`src/rtl/sdc_data_serializer.sv`:
```
// SD-card DAT0 write-path serializer: start bit, BLOCK_BYTES data bytes MSB first,
// CRC16-CCITT, end bit. Bytes are fetched through a ready/valid handshake that never stalls.
module sdc_data_serializer #(
    parameter int unsigned BLOCK_BYTES = 512,
    parameter logic [15:0] CRC_INIT    = 16'h0000
) (
    input  logic        i_clk,
    input  logic        i_reset,
    input  logic        i_start,
    input  logic [7:0]  i_byte_in,
    input  logic        i_byte_valid,
    output logic        o_byte_ready,
    output logic        o_dat_out,
    output logic        o_dat_oe,
    output logic        o_busy,
    output logic        o_done,
    output logic        o_underrun,
    output logic [15:0] o_crc_value
);
    localparam int unsigned     CntW     = (BLOCK_BYTES > 1) ? $clog2(BLOCK_BYTES) : 1;
    localparam logic [CntW-1:0] LastByte = CntW'(BLOCK_BYTES - 1);

    typedef enum logic [2:0] {StIdle, StStart, StData, StCrc, StEnd} state_e;

    state_e            r_state, w_state_nxt;
    logic [6:0]        r_shift, w_shift_nxt;
    logic [2:0]        r_bit_cnt, w_bit_cnt_nxt;
    logic [CntW-1:0]   r_byte_cnt, w_byte_cnt_nxt;
    logic [3:0]        r_crc_cnt, w_crc_cnt_nxt;
    logic [15:0]       r_crc, w_crc_nxt;
    logic [15:0]       r_crc_save, w_crc_save_nxt;
    logic              r_dat_out, w_dat_out_nxt;
    logic              r_dat_oe, w_dat_oe_nxt;
    logic              r_busy, w_busy_nxt;
    logic              r_done, w_done_nxt;
    logic              r_underrun, w_underrun_nxt;
    logic [7:0]        w_fetch_byte;

    function automatic logic [15:0] crc_step(input logic [15:0] crc, input logic bit_in);
        logic fb;
        fb = crc[15] ^ bit_in;
        return {crc[14:0], 1'b0} ^ (fb ? 16'h1021 : 16'h0000);
    endfunction

    always_comb begin
        // A missing byte is replaced by zero so the line timing never slips.
        w_fetch_byte    = i_byte_valid ? i_byte_in : 8'h00;
        o_byte_ready    = (r_state == StStart) ||
                          ((r_state == StData) && (r_bit_cnt == 3'd7) && (r_byte_cnt != LastByte));
        w_state_nxt     = r_state;
        w_shift_nxt     = r_shift;
        w_bit_cnt_nxt   = r_bit_cnt;
        w_byte_cnt_nxt  = r_byte_cnt;
        w_crc_cnt_nxt   = r_crc_cnt;
        w_crc_nxt       = r_crc;
        w_crc_save_nxt  = r_crc_save;
        w_dat_out_nxt   = r_dat_out;
        w_dat_oe_nxt    = r_dat_oe;
        w_busy_nxt      = r_busy;
        w_done_nxt      = 1'b0;
        w_underrun_nxt  = r_underrun;

        if (o_byte_ready) begin
            w_shift_nxt = w_fetch_byte[6:0];
            if (!i_byte_valid) begin
                w_underrun_nxt = 1'b1;
            end
        end

        unique case (r_state)
            StIdle: begin
                if (i_start) begin
                    w_state_nxt    = StStart;
                    w_dat_out_nxt  = 1'b0;
                    w_dat_oe_nxt   = 1'b1;
                    w_busy_nxt     = 1'b1;
                    w_underrun_nxt = 1'b0;
                    w_crc_nxt      = CRC_INIT;
                end
            end
            StStart: begin
                w_state_nxt    = StData;
                w_dat_out_nxt  = w_fetch_byte[7];
                w_crc_nxt      = crc_step(r_crc, w_fetch_byte[7]);
                w_bit_cnt_nxt  = 3'd0;
                w_byte_cnt_nxt = '0;
            end
            StData: begin
                if (r_bit_cnt != 3'd7) begin
                    w_dat_out_nxt = r_shift[6];
                    w_shift_nxt   = {r_shift[5:0], 1'b0};
                    w_crc_nxt     = crc_step(r_crc, r_shift[6]);
                    w_bit_cnt_nxt = r_bit_cnt + 3'd1;
                end else if (r_byte_cnt != LastByte) begin
                    w_dat_out_nxt  = w_fetch_byte[7];
                    w_crc_nxt      = crc_step(r_crc, w_fetch_byte[7]);
                    w_bit_cnt_nxt  = 3'd0;
                    w_byte_cnt_nxt = r_byte_cnt + CntW'(1);
                end else begin
                    // Keep a copy: the CRC register is consumed as it shifts out.
                    w_state_nxt    = StCrc;
                    w_dat_out_nxt  = r_crc[15];
                    w_crc_nxt      = {r_crc[14:0], 1'b0};
                    w_crc_save_nxt = r_crc;
                    w_crc_cnt_nxt  = 4'd0;
                end
            end
            StCrc: begin
                if (r_crc_cnt != 4'd15) begin
                    w_dat_out_nxt = r_crc[15];
                    w_crc_nxt     = {r_crc[14:0], 1'b0};
                    w_crc_cnt_nxt = r_crc_cnt + 4'd1;
                end else begin
                    w_state_nxt   = StEnd;
                    w_dat_out_nxt = 1'b1;
                    w_crc_nxt     = r_crc_save;
                end
            end
            StEnd: begin
                w_state_nxt   = StIdle;
                w_dat_out_nxt = 1'b1;
                w_dat_oe_nxt  = 1'b0;
                w_busy_nxt    = 1'b0;
                w_done_nxt    = 1'b1;
            end
            default: begin
                w_state_nxt = StIdle;
            end
        endcase
    end

    always_ff @(posedge i_clk) begin
        if (i_reset) begin
            r_state    <= StIdle;
            r_shift    <= '0;
            r_bit_cnt  <= '0;
            r_byte_cnt <= '0;
            r_crc_cnt  <= '0;
            r_crc      <= CRC_INIT;
            r_crc_save <= CRC_INIT;
            r_dat_out  <= 1'b1;
            r_dat_oe   <= 1'b0;
            r_busy     <= 1'b0;
            r_done     <= 1'b0;
            r_underrun <= 1'b0;
        end else begin
            r_state    <= w_state_nxt;
            r_shift    <= w_shift_nxt;
            r_bit_cnt  <= w_bit_cnt_nxt;
            r_byte_cnt <= w_byte_cnt_nxt;
            r_crc_cnt  <= w_crc_cnt_nxt;
            r_crc      <= w_crc_nxt;
            r_crc_save <= w_crc_save_nxt;
            r_dat_out  <= w_dat_out_nxt;
            r_dat_oe   <= w_dat_oe_nxt;
            r_busy     <= w_busy_nxt;
            r_done     <= w_done_nxt;
            r_underrun <= w_underrun_nxt;
        end
    end

    assign o_dat_out   = r_dat_out;
    assign o_dat_oe    = r_dat_oe;
    assign o_busy      = r_busy;
    assign o_done      = r_done;
    assign o_underrun  = r_underrun;
    assign o_crc_value = r_crc;

endmodule

```
`config.mk`:
```
export PLATFORM = sky130hd
export DESIGN_NAME = sdc_data_serializer
export DESIGN_NICKNAME = d
export VERILOG_FILES = /design/src/rtl/sdc_data_serializer.sv
export SDC_FILE = /design/constraint.sdc
export NUM_CORES = 1
export LEC_CHECK = 0
export CORE_UTILIZATION = 50
export CTS_CLUSTER_DIAMETER = 80
export DETAILED_ROUTE_END_ITERATION = 8
export PLACE_DENSITY = 0.81
export SLEW_MARGIN = 30
export SYNTH_ARGS = -nofsm -noshare
export SYNTH_HDL_FRONTEND = slang
export SYNTH_SLANG_ARGS = --single-unit
```
`constraint.sdc`:
```
create_clock -name i_clk -period 1.9 [get_ports i_clk]
set_input_delay 0.38 -clock i_clk [delete_from_list [all_inputs] [get_ports i_clk]]
set_output_delay 0.38 -clock i_clk [all_outputs]
set_load 0.005 [all_outputs]
```
### Yosys cells after proc, flatten, opt, wreduce, memory -nomap -nowiden

Index checks and enable logic that the tools add are counted.

* register bits after elaboration: 62
* input bits: 12
* word-level logic and storage cells: 90

* muxes and demuxes: 38
* bitwise logic cells: 6
* reduce and logical (&&, ||, !) cells: 17
* equality and inequality tests: 15
* $add $sub $neg: 3

Operators by type and width (count)
* 2-to-1 mux 16 bit: 4
* case mux 16 bit (4 select lines): 1
* XOR 16 x 13 -> 16 bit: 2
* 2-to-1 mux 13 bit: 2
* 2-to-1 mux 7 bit: 3
* 2-to-1 mux 3 bit: 6
* 2-to-1 mux 9 bit: 2
* case mux 9 bit (2 select lines): 1
* 2-to-1 mux 4 bit: 3
* case mux 3 bit (4 select lines): 1
* 2-to-1 mux 1 bit: 10
* != test 2 bit (second input constant): 5
* adder 9 x 1 -> 9 bit (second input constant): 1
* != test 9 bit (second input constant): 1
* 2-to-1 mux 8 bit: 1
* case mux 4 bit (2 select lines): 1
* AND reduction 2 bit: 4
* AND reduction 4 bit: 2
* == test 3 x 2 -> 1 bit (second input constant): 2
* == test 3 bit (second input constant): 2
* case mux 3 bit (2 select lines): 1
* AND reduction 3 bit: 2
* nonzero test 2 bit: 3
* case mux 1 bit (5 select lines): 1
* other kinds (15): 18

### Longest topological paths before layout

* depth after elaboration: 7
* depth in mapped cells: 10
* gate-level depth less buffers: 9

### Worst setup path before layout

Ideal clock, no wire load.

* kind: reg2reg
* start: register r_byte_cnt[0]
* end: register r_crc[12] (netlist: o_crc_value[12])
* buffers on the path: 1
* arrival: 2.009 ns
* stages on the path, launching flop included: 10
* library setup time: 0.077 ns
* path slack: -0.186 ns
* cells stage by stage: dfxtp_1 > ha_1 > nand3_1 > nor2_1 > ha_1 > nor2b_1 > clkbuf_1 > a221oi_1 > or4_4 > a41oi_2

* longest elaborated chain between the ends: 4

Ends and longest elaborated chain
* start: declaration: line 28 `logic [CntW-1:0] r_byte_cnt, w_byte_cnt_nxt;`
* start signal: assignment: line 150 `r_byte_cnt <= w_byte_cnt_nxt;`
* != test 9 bit: line 94 `end else if (r_byte_cnt != LastByte) begin`
* 2-to-1 mux 16 bit: line 94
* 2-to-1 mux 16 bit: line 89 `if (r_bit_cnt != 3'd7) begin`
* case mux 16 bit (4 select lines): line 70 `unique case (r_state)`
* end signal: assignment: line 152 `r_crc <= w_crc_nxt;`
* end: declaration: line 30 `logic [15:0] r_crc, w_crc_nxt;`

No other way between the ends.
A chain may end at the register's enable or synchronous reset.

### Worst setup path in the final report

* start: register r_byte_cnt[0]
* end: output o_byte_ready

* longest elaborated chain between the ends: 3

Ends and longest elaborated chain
* != test 9 bit: line 49 `((r_state == StData) && (r_bit_cnt == 3'd7) && (r_byte_cnt != LastByte));`
* logical AND 1 bit: line 49
* logical OR 1 bit: line 48 `o_byte_ready = (r_state == StStart) ||`
* end: declaration: line 12 `output logic o_byte_ready,`

No other way between the ends.

==> flow_metrics.py <==
metrics = {
    "outcome": {
        "status": "complete, but fails checks",
        "violations": "setup timing",
    },
    "floorplanning": {
        "die_x_um": 77,
        "die_h_um": 77,
        "coreArea_um2": 5270,
        "core.rowCount": 26,
        "die-area_um2": 5929,
        "floorplan.initialDensity_pct": 53.37,
        "pin_count": 34,
    },
    "logic_synthesis": {
        "seq_area_frac_synth_pct": 44.13,
        "synth_simple_gate_area_share_pct": 25.27,
        "ys_types": 49,
        "synth-compound-area-share_pct": 18.77,
        "synth_area_leaders": "dfxtp_1 (44%), nand2_1 (7.9%), a21oi_1 (5.0%)",
        "synth_xor_area_share_pct": 4.048,
        "ys_warn_count": 0,
        "synth-edff-count": 0,
        "synth_largest_area_cell": "dfxtp_1",
        "synth_top_family_by_area": "simple AND/OR/NAND/NOR gates",
        "ys_ff_latch": 62,
        "synth_fp_nets": 350,
        "async_flop_share_pct": 0,
        "ys.flop_type": "dfxtp_1",
        "muxShareOfSynthArea_pct": 0.3559,
        "yosys.area_share.adder_pct": 2.669,
        "avgSynthCellArea_um2": 8.472,
        "syn_inst": 332,
        "synth_top_cell_area_share_pct": 44.13,
        "synth_area_um2": 2813,
    },
    "detailed_routing": {
        "drt-initial-drc-count": 237,
        "routed_via_density": 5.793,
        "drtAntennaViolNets": 0,
        "drc_errors": 0,
        "via_count": 2740,
        "drt-total-wl_um": 7677,
        "wl_per_cell_um": 16.23,
        "dr.pass1.iters": 5,
    },
    "clocking": {
        "clkLatencyLatePin_ps": 340,
        "h-tree-depth": 3,
        "cts_buffers": 9,
        "numClockSinks": 62,
        "cts_tree": "yes",
        "clkSlewWorstSetupHoldPaths_ps": 70,
        "cts_root_buf": "clkbuf_8",
        "ctsHoldBuffers": 0,
        "cts_buffer_depth": 2,
    },
    "setup_path": {
        "reg2regPathDepth": 11,
        "crit_end": "o_byte_ready",
        "slowest_stage": "dfxtp_2",
        "cpMostUsedCell": "ha_4",
        "end_kind": "output port",
        "rr_endpoint": "r_shift[4]$_SDFF_PP0_",
        "crit_arrival_ps": 1660,
        "cp_top_family": "simple AND/OR/NAND/NOR gates",
        "regToRegSetupSlack_ps": -90,
        "critPathKind": "flip-flop to output port",
        "crit_cells": 8,
        "critPathBufInv": 2,
        "critPathMaxStageDelay_ps": 340,
        "crit_chain": "ha_4 -> nand3_4 -> nor2_4 -> ha_4 -> nor4bb_4 -> o21ai_2 -> clkinv_2 -> buf_6",
        "critPathLaunchType": "flip-flop",
        "crit_fanout": 2,
        "crit_start": "r_byte_cnt[0]$_SDFFE_PP0P_",
        "required_ps": 1520,
        "r2r-start": "r_byte_cnt[0]$_SDFFE_PP0P_",
    },
    "run": {
        "drv_cap": 0,
    },
    "hold_path": {
        "hold_class": "input pin to flip-flop",
    },
    "layout": {
        "diodes": 0,
        "area_growth_pct": 41.10,
        "fin_cells": 473,
        "nets": 416,
        "drive_gt1_share_pct": 27.05,
        "post-route-util_pct": 75.31,
    },
    "place": {
        "numPortBuffers": 33,
        "dpl.cell_count": 451,
        "dp_hpwl_um": 4735,
        "place_congestion": 0.8443,
    },
    "timing": {
        "slew_headroom_pct": 75.75,
        "max_freq_mhz": 490.4,
        "finalCritPeriodShare_pct": 107.3,
        "hold_viol": 0,
        "setup_violations": 8,
        "holdWs_ps": 399.8,
        "setup_ws_ps": -139.1,
        "slew_viol_final": 0,
        "min_period_ps": 2039,
        "setup_tns_ps": -303.4,
        "worstMarginPinSlew_ps": 360.9,
        "clock_skew_ps": 6.495,
        "grt_setup_unrepaired": "true",
    },
    "global_routing": {
        "grtUsageTotal_pct": 26.27,
        "grt.overflow.total": 0,
        "antenna_found_initial": 0,
        "grt_max_degree": 34,
        "grt_pass1_vias": 2605,
        "grt_pass1_wl_um": 12280,
    },
    "power": {
        "leakage_nw": 1.432,
        "cellPowerDensity_nw_per_um2": 767.3,
        "power_w": 0.003045,
        "ir_drop_mv": 0.5443,
    },
}
cell usage after synthesis (2+ instances only):
cell,instances
xnor2_1,8
and3_1,4
a31oi_1,4
or3b_1,2
nand2_1,59
a311oi_1,8
a222oi_1,13
nor2_1,35
ha_1,6
nand4_1,3
nor2b_1,4
dfxtp_1,62
a211oi_1,2
nor3_1,10
nor4_1,2
a21oi_1,28
buf_6,2
xor2_1,5
nand3_1,20
inv_1,2
nand2b_1,2
buf_2,8
o21ai_0,4
clkbuf_1,14
stage by stage:
step | setup WS (ps) | cell area (um2)
final | -139.1 | 3969
after global routing | -219.2 | 3969
after CTS | -200.9 | 3805
after detailed placement | -273.4 | 3441
after global placement | -247.4 | 3441
after floorplan | -2.249 | 2821
worst min path at each step:
stage,startpoint,endpoint,slack (ps),cells past startpoint
after global placement,r_crc_save[2]$_SDFFE_PP0P_,r_crc_save[2]$_SDFFE_PP0P_,440,2
after global routing,i_reset,r_shift[3]$_SDFF_PP0_,400,2
after CTS,i_reset,r_shift[2]$_SDFF_PP0_,370,2
after detailed placement,r_crc_save[14]$_SDFFE_PP0P_,r_crc_save[14]$_SDFFE_PP0P_,450,2
after floorplan,r_crc_save[10]$_SDFFE_PP0P_,r_crc_save[10]$_SDFFE_PP0P_,440,2
final,i_reset,r_shift[3]$_SDFF_PP0_,400,2
sequential cells by signal, summed over array words and instances (netlist names):
register     flops
o_crc_value     16
o_done           1
r_crc_save      16
r_shift          7
r_state          3
r_crc_cnt        4
o_dat_out        1
o_busy           1
r_bit_cnt        3
o_underrun       1
r_byte_cnt       9
layout make-up:
cell class                 count  area (um2)
multi-input combinational    242        1670
fill                         384        1301
sequential                    62        1245
timing repair buffer          80       719.4
clock buffer                  13       168.9
tap                           70       87.58
clock inverter                 3       65.06
inverter                       3       12.51
cell usage in the layout (no fill, tap or decap), types with 5 or more instances in the layout:
cell | Yosys | routed
clkdlybuf4s50_1 | 0 | 31
nor2_1 | 35 | 34
nor3_1 | 10 | 8
xor2_1 | 5 | 5
nand3_2 | 0 | 6
nand3_1 | 20 | 11
buf_4 | 1 | 42
a21oi_1 | 28 | 26
nand2_1 | 59 | 57
dfxtp_1 | 62 | 59
a222oi_1 | 13 | 13
clkbuf_8 | 0 | 12
xnor2_1 | 8 | 8
logic make-up after synthesis:
kind of cell    after synthesis
simple gates                151
compound gates               71
flops                        62
buf+inv                      28
xor+xnor                     13
fa+ha+maj                     6
mux                           1
repair_timing:
item / CTS / global route
buffers inserted: 2 / 4
pin swaps: 9 / 27
resized for setup: 26 / 31
endpoints found under the setup margin: 22 / 38
gates cloned: 0 / 0
power by group:
part	internal (W)	switching, W	total, W
registers	0.00133	0.0000268	0.00135
logic	0.000161	0.000183	0.000344
clock network	0.000845	0.000503	0.00135
routing by layer:
metal,GRT usage [%],vias up,part of all wire [%]
li1,-,1322,-
met3,5.952,15,5.1
met2,44.73,90,49
met5,0,-,0
met1,32.12,1313,44
met4,10.00,0,2.1
Note: power is estimated with default switching activity, not from simulation.
